## src/rtl/exp_lookup_arbiter.sv

```systemverilog
// exp_lookup_arbiter: round-robin sharing of one combinational exp unit among NUM_REQ requesters,
// with a registered operand, one-cycle capture of e^x and a per-requester valid/ready response.
module exp_lookup_arbiter #(
  parameter int NUM_REQ = 4,
  parameter int W = 16
) (
  input  logic                 clk,
  input  logic                 rst,
  input  logic [NUM_REQ-1:0]   req_valid,
  output logic [NUM_REQ-1:0]   req_ready,
  input  logic [NUM_REQ*W-1:0] req_x,
  output logic [NUM_REQ-1:0]   rsp_valid,
  input  logic [NUM_REQ-1:0]   rsp_ready,
  output logic [W-1:0]         rsp_data,
  output logic [W-1:0]         exp_x,
  input  logic [W-1:0]         exp_y,
  output logic                 busy,
  output logic [15:0]          lookups_done
);
  localparam int GW = $clog2(NUM_REQ);
  typedef enum logic [1:0] {IDLE, LOOKUP, RESP} state_e;
  state_e               state_q;
  logic [GW-1:0]        grant_q, last_q, gnt_d, idx_d;
  logic                 found_d;
  logic [W-1:0]         exp_x_q, rsp_data_q;
  logic [NUM_REQ-1:0]   rsp_valid_q;
  logic                 busy_q;
  logic [15:0]          done_q;
  logic [W-1:0]         x_a [NUM_REQ];
  for (genvar i = 0; i < NUM_REQ; i++) begin : g_x
    assign x_a[i] = req_x[i*W +: W];
  end
  // first valid requester after the most recent grant, wrapping around
  always_comb begin
    gnt_d = last_q;
    idx_d = last_q;
    found_d = 1'b0;
    for (int k = 1; k <= NUM_REQ; k++) begin
      idx_d = GW'((int'(last_q) + k) % NUM_REQ);
      if (!found_d && req_valid[idx_d]) begin
        found_d = 1'b1;
        gnt_d = idx_d;
      end
    end
  end
  assign req_ready    = (state_q == IDLE && found_d && !rst) ? NUM_REQ'(1) << gnt_d : '0;
  assign rsp_valid    = rsp_valid_q;
  assign rsp_data     = rsp_data_q;
  assign exp_x        = exp_x_q;
  assign busy         = busy_q;
  assign lookups_done = done_q;
  always_ff @(posedge clk or posedge rst) begin
    if (rst) begin
      state_q     <= IDLE;
      grant_q     <= '0;
      last_q      <= GW'(NUM_REQ - 1);
      exp_x_q     <= '0;
      rsp_data_q  <= '0;
      rsp_valid_q <= '0;
      busy_q      <= 1'b0;
      done_q      <= '0;
    end else begin
      case (state_q)
        IDLE: if (found_d) begin
          exp_x_q <= x_a[gnt_d];
          grant_q <= gnt_d;
          last_q  <= gnt_d;
          busy_q  <= 1'b1;
          state_q <= LOOKUP;
        end
        LOOKUP: begin
          rsp_data_q  <= exp_y;
          rsp_valid_q <= NUM_REQ'(1) << grant_q;
          state_q     <= RESP;
        end
        RESP: if (rsp_ready[grant_q]) begin
          rsp_valid_q <= '0;
          done_q      <= done_q + 16'd1;
          busy_q      <= 1'b0;
          state_q     <= IDLE;
        end
        default: state_q <= IDLE;
      endcase
    end
  end
endmodule

```

## config.mk

```make
export PLATFORM = sky130hd
export DESIGN_NAME = exp_lookup_arbiter
export DESIGN_NICKNAME = d
export VERILOG_FILES = /design/src/rtl/exp_lookup_arbiter.sv
export SDC_FILE = /design/constraint.sdc
export NUM_CORES = 1
export LEC_CHECK = 0
export CORE_AREA = 2 2 85 104
export DETAILED_ROUTE_END_ITERATION = 7
export DIE_AREA = 0 0 87 106
export MAX_ROUTING_LAYER = met4
export PLACE_DENSITY = 0.83
export SETUP_SLACK_MARGIN = 0.2
export SLEW_MARGIN = 20
export SYNTH_ARGS = -nofsm -noshare
export SYNTH_HDL_FRONTEND = slang
export SYNTH_SLANG_ARGS = --single-unit
```

## constraint.sdc

```tcl
create_clock -name clk -period 1.69 [get_ports clk]
set_clock_uncertainty 0.05 [all_clocks]
set_input_delay 0.338 -clock clk [delete_from_list [all_inputs] [get_ports clk]]
set_output_delay 0.338 -clock clk [all_outputs]
set_load 0.01 [all_outputs]
```

Yosys cells after proc, flatten, opt, wreduce, memory -nomap -nowiden. Cells that the tools add are included.

Add/sub/neg operators: 5. $lt $le $gt $ge: 6. Equality and inequality tests: 4. Shift-type cells: 2. Multiplexer cells: 30. Bitwise gates (word level): 1. Reductions and logical operators: 17.

Operators with widths (count): 16-bit binary-select mux with 2-bit select (1); 16-bit 2-to-1 mux (2); 16-bit by 1-bit adder with 16-bit output, second input constant (1); 2-bit by 3-bit < comparator with 1-bit output, second input constant (5); 2-bit 2-to-1 mux (6); 1-bit 2-to-1 mux (11); 1-bit binary-select mux with 2-bit select (5); 4-bit 2-to-1 mux (2); 4-bit one-hot mux with 2 select lines (1); 2-bit AND reduction (4); 1-bit by 2-bit left shift with 4-bit output, first input constant (2); 2-bit one-hot mux with 3 select lines (1); 1-bit logical AND (5); 2-bit by 1-bit adder with 2-bit output, second input constant (2); 2-bit adder, second input constant (2); 1-bit logical NOT (4); 2-bit != test, second input constant (2); 2-bit nonzero test (2); 3-bit greater-or-equal comparator, second input constant (1); 2-bit inverter with 3-bit output (1); 3-bit AND reduction (1); 2-bit by 1-bit equality test with 1-bit output, second input constant (1); 2-bit equality test, second input constant (1); 2-bit logical NOT (1); 1-bit one-hot mux with 2 select lines (1).

Register bits after elaboration: 59. Input port bits: 90.

Depth between registers and ports, before layout. Gate-level depths: netlist of run 1.

Depth in word-level cells: 17. Mapped depth: 7. Mapped depth without buffers: 5.

Worst setup path before layout of run 1. Ideal clock, no wire load.

Kind: flip-flop to output port. From: register state_q[1]. To: output port req_ready[0]. Arrival time: 1573 ps. Required time: 1302 ps. Setup slack: -271 ps. Stages on the path, launching flop included: 7. Path through: dfrtp_1 -> or3_1 -> buf_2 -> inv_4 -> nand2_2 -> buf_6 -> nor3b_1.

Cells in the longest elaborated chain, start to end: 4.

RTL lines: from (decl) (line 22) `state_e state_q;`; from (signal assigned) (line 54) `state_q <= IDLE;`; from (signal assigned) (line 69) `state_q <= LOOKUP;`; from (signal assigned) (line 74) `state_q <= RESP;`; 2-bit logical NOT (line 46) `assign req_ready = (state_q == IDLE && found_d && !rst) ? NUM_REQ'(1) << gnt_d : '0;`; 1-bit logical AND (2 in series) (line 46); 4-bit 2-to-1 mux (line 46); to (decl) (line 10) `output logic [NUM_REQ-1:0] req_ready,`.

Every way passes these cells.

Final worst setup path of run 1.
From: register last_q[0]. To: output port req_ready[3].

Cells in the longest elaborated chain, start to end: 16. Elaborated cells on any way between the ends: 30.

RTL lines: from (decl) (line 23) `logic [GW-1:0] grant_q, last_q, gnt_d, idx_d;`; from (signal assigned) (line 56) `last_q <= GW'(NUM_REQ - 1);`; from (signal assigned) (line 67) `last_q <= gnt_d;`; 2-bit by 1-bit adder with 2-bit output (line 39) `idx_d = GW'((int'(last_q) + k) % NUM_REQ);`; 1-bit binary-select mux with 2-bit select (line 40) `if (!found_d && req_valid[idx_d]) begin`; 1-bit 2-to-1 mux (implied by the code) (line 40); 1-bit 2-to-1 mux (line 40); 1-bit logical NOT (line 40); 1-bit logical AND (line 40); 1-bit 2-to-1 mux (line 40); 1-bit logical NOT (line 40); 1-bit logical AND (line 40); 1-bit 2-to-1 mux (line 40); 1-bit logical NOT (line 40); 1-bit logical AND (line 40); 1-bit 2-to-1 mux (line 40); 1-bit logical AND (2 in series) (line 46); 4-bit 2-to-1 mux * (line 46).

Mark *: on every way between the ends. The rest lies on a longest branch, timed or not. The select of a mux whose other input is x is not followed.

==> results of run 1 <==
repair_timing:
action | in CTS | in global routing
resized for setup | 107 | 30
endpoints found under the setup margin | 114 | 47
buffers inserted | 14 | 6
pin swaps | 24 | 18
cloned | 1 | 0
power by group through the flow:
stage | logic (W) | clock network [W] | registers (W)
finish | 0.00471 | 0.00132 | 0.00236
global placement | 0.00401 | 0 | 0.00237
floorplan | 0.00210 | 0 | 0.00258
detailed placement | 0.00412 | 0 | 0.00239
global route | 0.00510 | 0.00143 | 0.00243
CTS | 0.00438 | 0.00136 | 0.00235
through the flow:
step / instances / area (um2) / hold WS (ps) / setup WS (ps) / power, W
floorplan: 269 / 3000 / 387 / -121 / 0.00468
detailed placement: 525 / 4700 / 415 / -1080 / 0.00651
CTS: 554 / 5110 / 425 / -643 / 0.00809
finish: 560 / 5320 / 417 / -585 / 0.00839
global placement: 525 / 4700 / 407 / -998 / 0.00638
global route: 560 / 5320 / 453 / -663 / 0.00896
worst max path at each step:
| stage | endpoint | slack [ps] | cells past startpoint |
|---|---|---|---|
| 6_report | req_ready[3] | -590 | 8 |
| 5_1_grt | req_ready[0] | -660 | 6 |
| 3_3_place_gp | req_ready[2] | -1000 | 7 |
| 3_5_place_dp | req_ready[2] | -1080 | 7 |
| 4_1_cts | req_ready[0] | -640 | 6 |
| 2_1_floorplan | exp_x[0] | -120 | 7 |
critical path: cells and delay by family (launching register included):
kind,cells,cell delay (ps)
AO/OA/AOI/OAI,2,340
buffers and inverters,4,500
flip-flops,1,550
AND/OR/NAND/NOR,2,170
cells in the mapped netlist (all sizes together) (4+ instances only):
cell     n  area [um2]
o221ai  16         165
dfrtp   57        1430
o21ai    5        25.0
xnor2   11        96.3
clkbuf   6        22.5
xor2     4        35.0
nand2   73         277
and3     5        41.3
buf      9        93.8
mux2i   32         320
nand3    8        50.1
inv      6        25.0
nand2b   6        37.5
o32ai    4        35.0
flip-flops by register name, indices dropped and copies added (netlist names):
| name | cells |
|---|---|
| exp_x | 16 |
| lookups_done | 16 |
| rsp_data | 16 |
| rsp_valid | 4 |
| grant_q | 2 |
| last_q | 2 |
| state_q | 2 |
| busy | 1 |
final cells by class:
| type | instances | area, um2 | area share [%] |
|---|---|---|---|
| Timing Repair Buffer | 195 | 1860 | 34.9 |
| Multi-Input combinational cell | 189 | 1620 | 30.5 |
| Sequential cell | 59 | 1480 | 27.9 |
| Clock buffer | 12 | 165 | 3.11 |
| Tap cell | 97 | 121 | 2.28 |
| Clock inverter | 2 | 35.0 | 0.659 |
| Inverter | 6 | 31.3 | 0.588 |
cells by family (layout without fill, tap and decap cells):
group	count (synthesis)	count (layout)
muxes	34	34
DFF	59	59
adders and majority gates	1	1
buffers and inverters	21	215
xor gates and xnor gates	15	15
and+or+nand+nor	108	108
AOI/OAI and AO/OA	31	31
routing by layer:
layer	GRT usage, %	wire length, um	up-vias
met5	-	0	-
met4	5.58	97	0
met3	4.66	580	11
met2	36.9	4720	103
met1	21.6	3530	1331
li1	-	-	1322
==> results_dict.tcl, run 1 <==
set metrics [dict create \
    status "finished with violations" \
    violations "negative setup slack" \
    place_hpwl_um 6350 \
    input_output_buffers 146 \
    clockBufferDepth 2 \
    fillers 683 \
    report.final.slew_viol_count 0 \
    fin_setup_tns_ps -7310 \
    tot_gr_track_use_pct 20.3 \
    mux_share_of_post_synthesis_cell_area_pct 12.2 \
    detailedRoute.firstIterationViolations 41 \
    hold_path_class "flip-flop to flip-flop" \
    end_kind "output port" \
    slew_headroom_pct 76.2 \
    worstMarginPinSlew_ps 356 \
    rrSetupSlack_ps -480 \
    drive_above_1_share_pct 27.4 \
    power_density_nw_per_um2 1580 \
    synthAdderAreaFrac_pct 0.432 \
    crit_path_max_fanout 4 \
    crit_path_start_kind "flip-flop" \
    unrepaired_setup_endpoints_after_global_routing "true" \
    number_of_synthesized_flops_with_an_enable_pin 0 \
    fp.dieArea_um2 9220 \
    cts_hold_buffers 0 \
    power_frac_comb_pct 56.2 \
    swShare_pct 37.1 \
    htree_num_levels 3 \
    worstHoldStart "rsp_data[1]" \
    final_wl_um 8930 \
    netlist_instances 269 \
    fmaxAchievable_mhz 440 \
    clk_pin_slew_worst_paths_ps 60 \
    crit_type "flip-flop to output port" \
    antenna_found_initial 0 \
    globalplace.congestion 0.784 \
    timing.final.ws_setup_ps -585 \
    post_drt_wl_per_cell_um 15.9 \
    cts_num_sinks 59 \
    global_route_wire_length_before_repair_um 14400 \
    rr_endpoint "exp_x[3]" \
    worst_ir_drop_vdd_mv 0.746 \
    num_antenna_cells 0 \
    vias_per_cell 4.94 \
    post_synthesis_share_of_cell_area_spent_on_xor_and_xnor_gates_pct 4.54 \
    crit-reg2reg-launch "last_q[0]" \
    critical_path.max_stage_delay_ps 550 \
    worstSkewPairLatency_ps 320 \
    route.antenna.remaining_nets 0 \
    globalRouteOverflowTotal 0 \
    tritoncts "yes" \
    core_box_area_um2 8290 \
    power.share.clock_pct 15.7 \
    synth.avg_cell_area_um2 10.8 \
    postSynth.asyncResetShare_pct 100 \
    compound_gate_fraction_of_synth_area_pct 9.33 \
    vias_in_the_first_global_route 3044 \
    synth_area_um2 2900 \
    yosys_register_bits 59 \
    maxCapViolCount 0 \
    pwr-share-seq_pct 28.1 \
    cts.root.buffer_cell "sky130_fd_sc_hd__clkbuf_8" \
    p_sw_w 0.00311 \
    synth.lib_cells_used.distinct 40 \
    cpMaxStageDelayCell "sky130_fd_sc_hd__dfstp_2" \
    finalCritPeriodShare_pct 135 \
    drtPass1Iterations 4 \
    period_minus_slack_ps 2280 \
    yosys_most_used_dff "sky130_fd_sc_hd__dfrtp_1" \
    drt_drc_violations_left 0 \
    leakage_nw 2.57 \
    p_int_w 0.00527 \
    num-nets-final 551 \
    num_cts_buffers 9 \
    top_level_ports 147 \
    ys_warn_count 0 \
    path_cells "nand2b_4 > o21ai_4 > a221oi_4 > buf_4 > buf_6 > buf_6 > nor3_2 > buf_2" \
    route.vias.total 2767 \
    timing.reg2reg.worst_path_depth 11 \
    combinational_family_with_the_most_area_after_synthesis "simple AND/OR/NAND/NOR gates" \
    std_cell_rows 37 \
    min_delay_path_depth 2 \
    grt_max_degree 34 \
    synth-seq-area-share_pct 51.1 \
    syn_to_final_growth_pct 83.6 \
    timing.hold.worst_endpoint "rsp_data[1]" \
    mostFrequentLayoutCell "sky130_fd_sc_hd__clkdlybuf4s50_1" \
    worstPathArrival_ps 1890 \
    synth-simple-area-share_pct 17.5 \
    die_h_um 106 \
    setup_viol_count_final 24 \
    final_count_of_hold_timing_violations 0 \
    critical_path.startpoint "last_q[0]" \
    initial_core_util_pct 35.0 \
    cpMostUsedCell "sky130_fd_sc_hd__buf_6" \
    final_cell_mix "sky130_fd_sc_hd__clkdlybuf4s50_1 (87), sky130_fd_sc_hd__nand2_1 (70), sky130_fd_sc_hd__dfrtp_1 (54), sky130_fd_sc_hd__dlygate4sd2_1 (52), sky130_fd_sc_hd__buf_4 (32)" \
    final_cell_utilization_of_the_core_pct 64.2 \
    postSynthNetCount 360 \
    floorplan.die.width_um 87 \
    timing.critical_path.required_ps 1300 \
]
(Power assumes the default switching activity.)
==> run 2: changes to the inputs <==
--- a/config.mk
+++ b/config.mk
@@ -6,6 +6,7 @@
 export NUM_CORES = 1
 export LEC_CHECK = 0
 export CORE_AREA = 2 2 85 104
+export CTS_CLUSTER_DIAMETER = 150
 export DETAILED_ROUTE_END_ITERATION = 7
 export DIE_AREA = 0 0 87 106
 export MAX_ROUTING_LAYER = met4
==> results of run 2 <==
The final DEF is identical to that of run 1; final timing and power are the same.
